==> config.mk <==
export PLATFORM = sky130hd
export DESIGN_NAME = osd_cmd_sequencer
export DESIGN_NICKNAME = d
export VERILOG_FILES = /design/src/rtl/osd_cmd_sequencer.sv
export SDC_FILE = /design/constraint.sdc
export NUM_CORES = 1
export LEC_CHECK = 0
export ABC_AREA = 1
export BUFFER_PORTS_ARGS = -buffer_cell sky130_fd_sc_hd__buf_2
export CORE_ASPECT_RATIO = 1.5
export CORE_MARGIN = 2
export CORE_UTILIZATION = 25
export CTS_CLUSTER_SIZE = 8
export DETAILED_ROUTE_END_ITERATION = 8
export PLACE_DENSITY = 0.36
export SLEW_MARGIN = 30
export SYNTH_ARGS = -nofsm -noshare
export SYNTH_HDL_FRONTEND = slang
export SYNTH_SLANG_ARGS = --single-unit
==> constraint.sdc <==
create_clock -name clk_sys -period 6.09 [get_ports clk_sys]
set_input_delay 1.5225 -clock clk_sys [delete_from_list [all_inputs] [get_ports clk_sys]]
set_output_delay 1.5225 -clock clk_sys [all_outputs]
set_load 0.02 [all_outputs]
==> src/rtl/osd_cmd_sequencer.sv <==
// osd_cmd_sequencer: buffers OSD command transactions and replays them on the OSD bus with fixed setup/strobe/gap/idle timing
// Ports:
//   clk_sys, reset_n                : single clock, asynchronous active-low reset
//   s_valid, s_ready, s_data, s_last: input word stream; s_last marks the final word of a transaction
//   abort                           : flushes the FIFO and terminates the current transaction
//   io_osd, io_strobe, io_din       : registered OSD bus (transaction frame, word strobe, word data)
//   busy                            : sequencer is not idle
//   level                           : FIFO occupancy
module osd_cmd_sequencer #(
    parameter int FIFO_DEPTH = 16,
    parameter int STROBE_W = 2,
    parameter int GAP_W = 2,
    parameter int IDLE_W = 4
) (
    input  logic                          clk_sys,
    input  logic                          reset_n,
    input  logic                          s_valid,
    output logic                          s_ready,
    input  logic [15:0]                   s_data,
    input  logic                          s_last,
    input  logic                          abort,
    output logic                          io_osd,
    output logic                          io_strobe,
    output logic [15:0]                   io_din,
    output logic                          busy,
    output logic [$clog2(FIFO_DEPTH):0]   level
);
    localparam int AW = $clog2(FIFO_DEPTH);
    localparam int SG_W = (STROBE_W > GAP_W) ? STROBE_W : GAP_W;
    localparam int MAX_W = (SG_W > IDLE_W) ? SG_W : IDLE_W;
    localparam int CW = $clog2(MAX_W + 1);
    localparam logic [CW-1:0] STROBE_LD = CW'(STROBE_W - 1);
    localparam logic [CW-1:0] GAP_LD = CW'(GAP_W - 1);
    localparam logic [CW-1:0] IDLE_LD = CW'(IDLE_W - 1);

    typedef enum logic [2:0] {S_IDLE, S_SETUP, S_STROBE, S_GAP, S_WAIT, S_TAIL} state_t;

    state_t state, state_next;
    logic [CW-1:0] cnt, cnt_next;
    logic [16:0] mem [FIFO_DEPTH];
    logic [16:0] head;
    logic [AW:0] wr_ptr, rd_ptr;
    logic empty, full, push, pop, cur_last;
    logic osd_d, strobe_d, last_d;
    logic [15:0] din_d;

    assign level = wr_ptr - rd_ptr;
    assign empty = (wr_ptr == rd_ptr);
    assign full = (level == (AW+1)'(FIFO_DEPTH));
    assign s_ready = ~full & ~abort;
    assign push = s_valid & s_ready;
    assign head = mem[rd_ptr[AW-1:0]];
    assign busy = (state != S_IDLE);

    always_ff @(posedge clk_sys) begin
        if (push) mem[wr_ptr[AW-1:0]] <= {s_last, s_data};
    end

    // abort never coincides with a push, so copying wr_ptr empties the FIFO
    always_ff @(posedge clk_sys or negedge reset_n) begin
        if (!reset_n) begin
            wr_ptr <= '0;
            rd_ptr <= '0;
        end else begin
            if (push) wr_ptr <= wr_ptr + 1'b1;
            if (abort) rd_ptr <= wr_ptr;
            else if (pop) rd_ptr <= rd_ptr + 1'b1;
        end
    end

    always_ff @(posedge clk_sys or negedge reset_n) begin
        if (!reset_n) begin
            state <= S_IDLE;
            cnt <= '0;
            cur_last <= 1'b0;
            io_osd <= 1'b0;
            io_strobe <= 1'b0;
            io_din <= '0;
        end else begin
            state <= state_next;
            cnt <= cnt_next;
            cur_last <= last_d;
            io_osd <= osd_d;
            io_strobe <= strobe_d;
            io_din <= din_d;
        end
    end

    // cnt holds the remaining cycles of the current timed state minus one
    always_comb begin
        state_next = state;
        cnt_next = (cnt == '0) ? cnt : cnt - 1'b1;
        pop = 1'b0;
        case (state)
            S_IDLE: if (!empty) begin
                pop = 1'b1;
                state_next = S_SETUP;
            end
            S_SETUP: begin
                state_next = S_STROBE;
                cnt_next = STROBE_LD;
            end
            S_STROBE: if (cnt == '0) begin
                state_next = S_GAP;
                cnt_next = GAP_LD;
            end
            S_GAP: if (cnt == '0) begin
                if (cur_last) begin
                    state_next = S_TAIL;
                    cnt_next = IDLE_LD;
                end else if (!empty) begin
                    pop = 1'b1;
                    state_next = S_SETUP;
                end else begin
                    state_next = S_WAIT;
                end
            end
            S_WAIT: if (!empty) begin
                pop = 1'b1;
                state_next = S_SETUP;
            end
            S_TAIL: if (cnt == '0) state_next = S_IDLE;
            default: state_next = S_IDLE;
        endcase
        // a running TAIL keeps its count; IDLE only flushes
        if (abort && state != S_TAIL) begin
            pop = 1'b0;
            state_next = (state == S_IDLE) ? S_IDLE : S_TAIL;
            cnt_next = IDLE_LD;
        end
    end

    // outputs are registered from the next state so they switch together with the state
    always_comb begin
        osd_d = (state_next == S_SETUP) || (state_next == S_STROBE) || (state_next == S_GAP) || (state_next == S_WAIT);
        strobe_d = (state_next == S_STROBE);
        din_d = pop ? head[15:0] : io_din;
        last_d = pop ? head[16] : cur_last;
    end
endmodule
# [Word-level counts from Yosys, hierarchy flattened]
# Memories as Yosys holds them, arrays and structs flattened. A register that Yosys moved wholly into a read port is not among the register bits.
# Cells that the tools add are included.
[op_classes] add_sub_neg=4 eq_ne=12 mux=24 bitwise=4 n_reduce_logical=10
[op_table] operator="$mux 3" n=13
[op_table] operator="$pmux 3 s5" n=1
[op_table] operator="$eq 3x2->1 const B" n=4
[op_table] operator="$add 5x1->5 const B" n=2
[op_table] operator="$mux 5" n=2
[op_table] operator="$eq 3x3->1 const B" n=3
[op_table] operator="$pmux 3 s3" n=1
[op_table] operator="$eq 3x1->1 const B" n=2
[op_table] operator="$logic_not 3->1" n=2
[op_table] operator="$mux 1" n=6
[op_table] operator="$eq 5x5->1" n=1
[op_table] operator="$eq 5x5->1 const B" n=1
[op_table] operator="$sub 5x5->5" n=1
[op_table] operator="$logic_or 1x1->1" n=3
[op_table] operator="$ne 3x3->1 const B" n=1
[op_table] operator="$reduce_bool 3->1" n=1
[op_table] operator="$sub 3x1->3 const B" n=1
[op_table] operator="$and 1x1->1" n=2
[op_table] operator="$not 1->1" n=2
[op_table] operator="$pmux 1 s2" n=1
[op_table] operator="$reduce_bool 2->1" n=1
[op_table] operator="$reduce_or 2->1" n=1
[op_table] operator="$logic_and 1x1->1" n=1
[op_table] operator="$logic_not 1->1" n=1
[totals] ff_bits=18 ram_bits=272 inputBits=21 word_cells=61 mem_count=1
[memory_table] memory="mem" words=16 width=17 rd=1 rd_ports_with_merged_regs=1 wr=1 line="40" rtl="logic [16:0] mem [FIFO_DEPTH];"

# [Logic depth before layout (Yosys ltp)]
# Gate-level depths: netlist of the first run.
[logic_depth] depth_word=10 mapped_depth=15

# [Least setup slack after synthesis of the first run]
# Ideal clock, no wire load.
[synth_timing] path_kind="register to output" startpoint="register rd_ptr[2]" endpoint="output port s_ready" t_arrival_ns=2.202 required_time_ns=4.567 slack_ns=2.365 stages_incl_launch_ff=8 cell_sequence="dfrtp_1 > buf_2 > inv_1 > clkbuf_1 > ha_1 > xnor2_1 > nor3_2 > a31oi_1"
[synth_via] elab_chain_len=4
[synth_rtl] item="start, declared" line="42" rtl="logic [AW:0] wr_ptr, rd_ptr;"
[synth_rtl] item="start signal, assigned" line="66" rtl="if (abort) rd_ptr <= wr_ptr;"
[synth_rtl] item="start signal, assigned" line="67" rtl="else if (pop) rd_ptr <= rd_ptr + 1'b1;"
[synth_rtl] item="$sub 5x5->5" line="47" rtl="assign level = wr_ptr - rd_ptr;"
[synth_rtl] item="via level[2]" line="26" rtl="output logic [$clog2(FIFO_DEPTH):0] level"
[synth_rtl] item="$eq 5x5->1" line="49" rtl="assign full = (level == (AW+1)'(FIFO_DEPTH));"
[synth_rtl] item="$not 1->1" line="50" rtl="assign s_ready = ~full & ~abort;"
[synth_rtl] item="$and 1x1->1" line="50"
[synth_rtl] item="end, declared" line="18" rtl="output logic s_ready,"
# The timed path passes the listed nets, and every way through them passes these cells.

# [Worst setup path after layout of the first run]
[layout_timing] startpoint="register rd_ptr[1]" endpoint="output port s_ready"
[layout_via] elab_chain_len=4
[layout_rtl] item="$sub 5x5->5" line="47"
[layout_rtl] item="$eq 5x5->1" line="49"
[layout_rtl] item="$not 1->1" line="50"
[layout_rtl] item="$and 1x1->1" line="50"
# No other way between the ends.

==> metrics, run 1 <==
Worst-path clk slew 0.05 ns; vias in the first global route 8674; number of synthesized flops with an enable pin 272; pwr dens 496.8 nW/um2; r2r endpoint mem[6][7]; Chip Width 187.7 um; Clock Skews 0.01415 ns; cell-internal power 4.576 mW; Pleak 5.032 nW; Yosys cell types 38; Mapped Nets 1083; total of max-cap violations 0; Total GRT Usage 0.1511; later-pin clock latency in the skew report 0.54 ns; final wirelength 39.33 mm; Highest Clock Rate 0.2275 GHz; clock sink count 307; CTS resizes 0; Setup crit start kind register; overall power 7.396 mW; CP Data Arrival Time 2.87 ns; Placed Cells 1711; Via density 4.587; Mapped Cells 1049; initial core utilization 0.2517; Setup TNS 0 ns; Core ar. 50300 um2; combinational share of power 0.327; Syn Area/Cell 12.07 um2; via count 8216; Post-Syn Area 12660 um2; Setup violations, final 0; Hold Buf Count CTS 0; synth warn 0; pin count of the biggest net entering global routing 85; register area share after synthesis 0.7143; cell taking the most area after synthesis edfxtp_1; flop2flop setup slack 2.31 ns; IO Pins 46; HP Class register to register; Worst Path Max Fanout 50; Max VDD drop 0.2943 mV; crit path from rd_ptr[1]; asr flop ratio synth 0.1140; share of the synthesized area in the top cell type 0.6451; Ant. Diodes 0; most common cell in the netlist edfxtp_1; drt pass-1 iters 6; Switch Pwr 2.819 mW; DRT iter0 DRCs 496; Clk Tree Root Cell clkbuf_16; Final Hold Fails 0; Synth area leaders edfxtp_1 65%, dfrtp_1 6.9%, nor2_1 6.6%, o21ai_0 5.7%, nand2_1 3.2%; total CTS buffers 44; # Post-CTS Setup Buffers 0; reg2reg path depth 8; Die Y 279.6 um; reg-to-reg startpoint rd_ptr[0]; #FFs+latches synth 307; relative slew slack 0.3962; number of port buffers 45; status completed; Slowest cell on crit path dfrtp_2; global-route wire length before repair 58.33 mm; TritonCTS clock tree done; period utilization 0.7217; Max Slew Vio Count 0; GP Congestion 0.7600; Final min period 4.395 ns; Area Growth Syn to Fin 17.58%; Finished Layout Cells 1791; most frequently used flop master after synthesis edfxtp_1; Crit Path Category register to output port; sw frac 0.3812; worst path required time 4.57 ns; gr ovfl total 0; htree depth 2; cells along the critical path clkinv_1 > buf_4 > ha_1 > nand3b_1 > nand2_1 > xnor2_1 > a31oi_1 > buf_2; DP HPWL 24.57 mm; CTS max path bufs 3; Flop pwr share 0.365; RSZ-0062 raised after global routing no; wire length per cell 21.96 um; die area 52500 um2; Rows 101; Slew @ Worst Pin 0.9047 ns; nets@finish 1122; Routed Antenna Nets 0; Clk pwr share 0.308; Crit path largest cell delay 0.54 ns; Critical Path Sink s_ready; initial antenna violation count 0; top post-synthesis cells by count 272 x edfxtp_1, 223 x nor2_1, 143 x o21ai_0; share of post-route cells with drive strength above 1 0.1203; DRC viols 0; Crit. End Element output port
worst max-delay path: cells and delay by family (launching register included):
kind | cells | cell delay (ns)
buf+inv | 3 | 0.78
flops | 1 | 0.54
fa+ha+maj | 1 | 0.37
xor+xnor | 1 | 0.35
simple gates | 2 | 0.16
compound gates | 1 | 0.12
power groups by stage:
stage	Sequential, mW	Combinational (mW)	Clock [mW]
floorplan	2.69	1.63	0
global placement	2.74	2.46	0
detailed placement	2.74	2.47	0
CTS	2.70	2.47	2.35
global route	2.73	2.71	2.43
finish	2.70	2.42	2.28
layout make-up:
type	instances	area, um2
Clock buffer	79	1264
Fill cell	5260	35410
Inverter	36	142.6
Multi-Input combinational cell	646	3304
Timing Repair Buffer	53	285.3
Clock inverter	1	5.005
Sequential cell	307	9049
Tap cell	669	837.1
state kept, by name (all words and copies together), names as in the netlist:
name	flops
io_din	16
io_strobe	1
rd_ptr	5
cur_last	1
io_osd	1
wr_ptr	5
state	3
cnt	3
mem	272
how the worst min path moves through the flow:
stage	slack [ns]	depth (start not counted)	start	to
detailed placement	0.52	2	rd_ptr[3]	rd_ptr[3]
global route	0.57	2	rd_ptr[3]	rd_ptr[3]
CTS	0.53	2	rd_ptr[3]	rd_ptr[3]
floorplan	0.48	2	wr_ptr[4]	wr_ptr[4]
global placement	0.52	2	rd_ptr[3]	rd_ptr[3]
finish	0.53	2	io_din[9]	io_din[9]
layer usage:
| metal | track usage | vias up | wire, um |
|---|---|---|---|
| met2 | 0.2873 | 161 | 21200 |
| met1 | 0.1740 | 4150 | 15950 |
| met5 | 0 | - | 0 |
| li1 | - | 3848 | - |
| met4 | 0.04886 | 0 | 944 |
| met3 | 0.01917 | 57 | 1227 |
stage by stage:
step / hold WS (ns) / cell area [um2] / setup slack (ns) / utilization
after floorplan: 0.4830 / 12660 / 2.365 / -
after global placement: 0.5192 / 13540 / 1.993 / 0.2691
after detailed placement: 0.5204 / 13580 / 1.739 / 0.2700
after CTS: 0.5345 / 14850 / 1.643 / 0.2952
after global routing: 0.5744 / 14890 / 1.501 / 0.2960
final: 0.5289 / 14890 / 1.695 / 0.2960
placed cells by master, fill, tap and decap left out, types with 3 or more instances in the layout:
cell type / netlist / routed
o21ai_1: 3 / 3
nand3_1: 29 / 29
xnor2_1: 3 / 3
nor2_1: 223 / 206
nor2_4: 0 / 15
o211ai_1: 24 / 24
dfrtp_1: 35 / 33
xor2_1: 3 / 3
buf_2: 19 / 45
inv_2: 4 / 3
nand2_1: 107 / 107
edfxtp_1: 272 / 272
nand4_1: 6 / 6
ha_1: 12 / 12
o221ai_1: 15 / 15
buf_4: 9 / 8
o22ai_1: 34 / 34
a21oi_1: 25 / 25
nor2_2: 2 / 4
inv_1: 30 / 29
o21ai_0: 143 / 143
clkbuf_16: 0 / 45
nand2_2: 3 / 3
clkbuf_1: 29 / 33
kinds of logic after synthesis:
kind of cell / Yosys count / share of synthesized area
flip-flops: 307 / 0.7143
XOR/XNOR: 6 / 0.004151
adder cells (fa/ha/maj): 13 / 0.01344
AO/OA/AOI/OAI: 246 / 0.1101
AND/OR/NAND/NOR: 381 / 0.1234
buffers and inverters: 96 / 0.03459
Note: power is estimated with default switching activity, not from simulation.
==> inputs of run 2 (changes only) <==
--- a/config.mk
+++ b/config.mk
@@ -12,7 +12,7 @@
 export CORE_UTILIZATION = 25
 export CTS_CLUSTER_SIZE = 8
 export DETAILED_ROUTE_END_ITERATION = 8
-export PLACE_DENSITY = 0.36
+export PLACE_DENSITY = 0.37
 export SLEW_MARGIN = 30
 export SYNTH_ARGS = -nofsm -noshare
 export SYNTH_HDL_FRONTEND = slang
==> constraint.sdc (replaced) <==
create_clock -name clk_sys -period 3.55 [get_ports clk_sys]
set_input_delay 0.8875 -clock clk_sys [delete_from_list [all_inputs] [get_ports clk_sys]]
set_output_delay 0.8875 -clock clk_sys [all_outputs]
set_load 0.02 [all_outputs]
==> metrics, run 2 (synthesis results as in run 1) <==
relative slew slack 0.4296; via count 8135; Clock Skews 0.01750 ns; max reg flops 272; Crit. End Element output port; vias in the first global route 8463; pwr dens 835.5 nW/um2; clock sink count 307; CP Data Arrival Time 2.45 ns; WP depth 8; total CTS buffers 44; Via density 4.458; most common cell after layout, fill and taps aside edfxtp_1; Max VDD drop 0.5610 mV; period utilization 0.9406; DRC viols 0; Ant. Diodes 0; Final min period 3.339 ns; status completed; Placed Area 13800 um2; GP Congestion 0.7497; pin count of the biggest net entering global routing 141; number of port buffers 45; reg-to-reg startpoint wr_ptr[0]; Rows 101; Crit Path Category register to output port; Worst-path clk slew 0.06 ns; Setup TNS 0 ns; initial core utilization 0.2517; Routed Antenna Nets 0; Pleak 5.209 nW; HP Class input pin to async pin; share of post-route cells with drive strength above 1 0.1462; htree depth 2; Highest Clock Rate 0.2995 GHz; Die Y 279.6 um; Setup crit start kind register; Core ar. 50300 um2; Final Hold Fails 0; nets@finish 1154; gr ovfl total 0; most frequent cells in the layout 272 x edfxtp_1, 206 x nor2_1, 143 x o21ai_0, 107 x nand2_1; Worst Path Max Fanout 6; cells along the critical path inv_1 > ha_1 > fa_1 > or2_1 > nand3_1 > nand2_2 > a31oi_1 > buf_2; Final Instance Area 15080 um2; die area 52500 um2; Crit path largest cell delay 0.40 ns; Total GRT Usage 0.1353; Area Growth Syn to Fin 19.09%; flop2flop setup slack 0.83 ns; r2r endpoint mem[12][15]; CP delay by family, top adder cells; global-route wire length before repair 53.54 mm; Slew @ Worst Pin 0.8547 ns; CTS max path bufs 3; reg2reg path depth 11; DP HPWL 22.45 mm; Clk Tree Root Cell clkbuf_16; IO Pins 46; Hold Buf Count CTS 0; overall power 12.60 mW; Setup violations, final 0; total of max-cap violations 0; Slowest cell on crit path dfrtp_2; TritonCTS clock tree done; wire length per cell 19.24 um; final wirelength 35.12 mm; Max Slew Vio Count 0; later-pin clock latency in the skew report 0.55 ns; crit path buf inv count 2; DRT iter0 DRCs 395; drt pass-1 iters 4; initial antenna violation count 0; RSZ-0062 raised after global routing no; worst path required time 2.66 ns; Chip Width 187.7 um
run 2: cell count changes in the layout (fill, tap and decap cells not counted):
cell      change
inv_6         +2
buf_12        +2
nor2_2       +15
clkbuf_1      +1
clkbuf_8      -1
dfrtp_2       +1
nand3_4       -1
nor2_4       -15
nand3_2       +1
dfrtp_1       -1
buf_4        +30
run 2: area by class of cell:
cell class | instances | area [um2]
repair buffers | 85 | 550.5
clock buffers | 79 | 1254
fillers | 5290 | 35220
flip-flops and latches | 307 | 9050
inverters | 36 | 142.6
multi-input cells | 646 | 3222
well taps | 669 | 837.1
clock inverters | 3 | 22.52
run 2: per-layer routing:
layer  track usage  vias to the layer above  part of all wire
li1              -                     3924                 -
met1        0.1619                     4015              0.42
met2        0.2485                      139              0.53
met3       0.01879                       57             0.030
met4       0.04482                        0             0.026
met5             0                        -                 0
run 2: worst max-delay path by stage:
| stage | from | endpoint | slack (ns) |
|---|---|---|---|
| floorplan | rd_ptr[2] | mem[12][0] | 0.25 |
| global placement | wr_ptr[0] | s_ready | 0.71 |
| detailed placement | wr_ptr[0] | s_ready | 0.72 |
| CTS | wr_ptr[0] | s_ready | 0.12 |
| global route | wr_ptr[0] | s_ready | 0.04 |
| finish | wr_ptr[0] | s_ready | 0.21 |
run 2: timing repair:
item / CTS / global route
endpoints found under the setup margin: 0 / 1
endpoints found under the hold margin: 0 / 0
setup buffers: 0 / 0
gates resized for setup: 0 / 1
run 2: worst register-to-register path, stage by stage, from the launching register on:
cell and delay, ns:
dfrtp_2 0.40, inv_1 0.11, ha_1 0.23, fa_1 0.40, or2_1 0.25, nand3_1 0.09, nand2_2 0.09, nand3_4 0.11
nand3_2 0.06, buf_4 0.24, nor2_2 0.13, buf_4 0.27
run 2: report_power, final:
part | switching [mW] | internal (mW) | total [mW]
Clock | 1.54 | 2.37 | 3.90
Sequential | 0.208 | 4.29 | 4.50
Combinational | 2.95 | 1.25 | 4.20
Total | 4.70 | 7.90 | 12.6
run 2: stage by stage:
stage                     setup WS, ns  cells  hold WS, ns  utilization
after floorplan                 0.2540   1049       0.4830            -
after global placement          0.7134   1743       0.5190       0.2744
after detailed placement        0.7172   1743       0.5247       0.2744
after CTS                       0.1202   1825       0.1919       0.2998
after global routing           0.04052   1825       0.2002       0.2998
final                           0.2110   1825       0.2039       0.2998
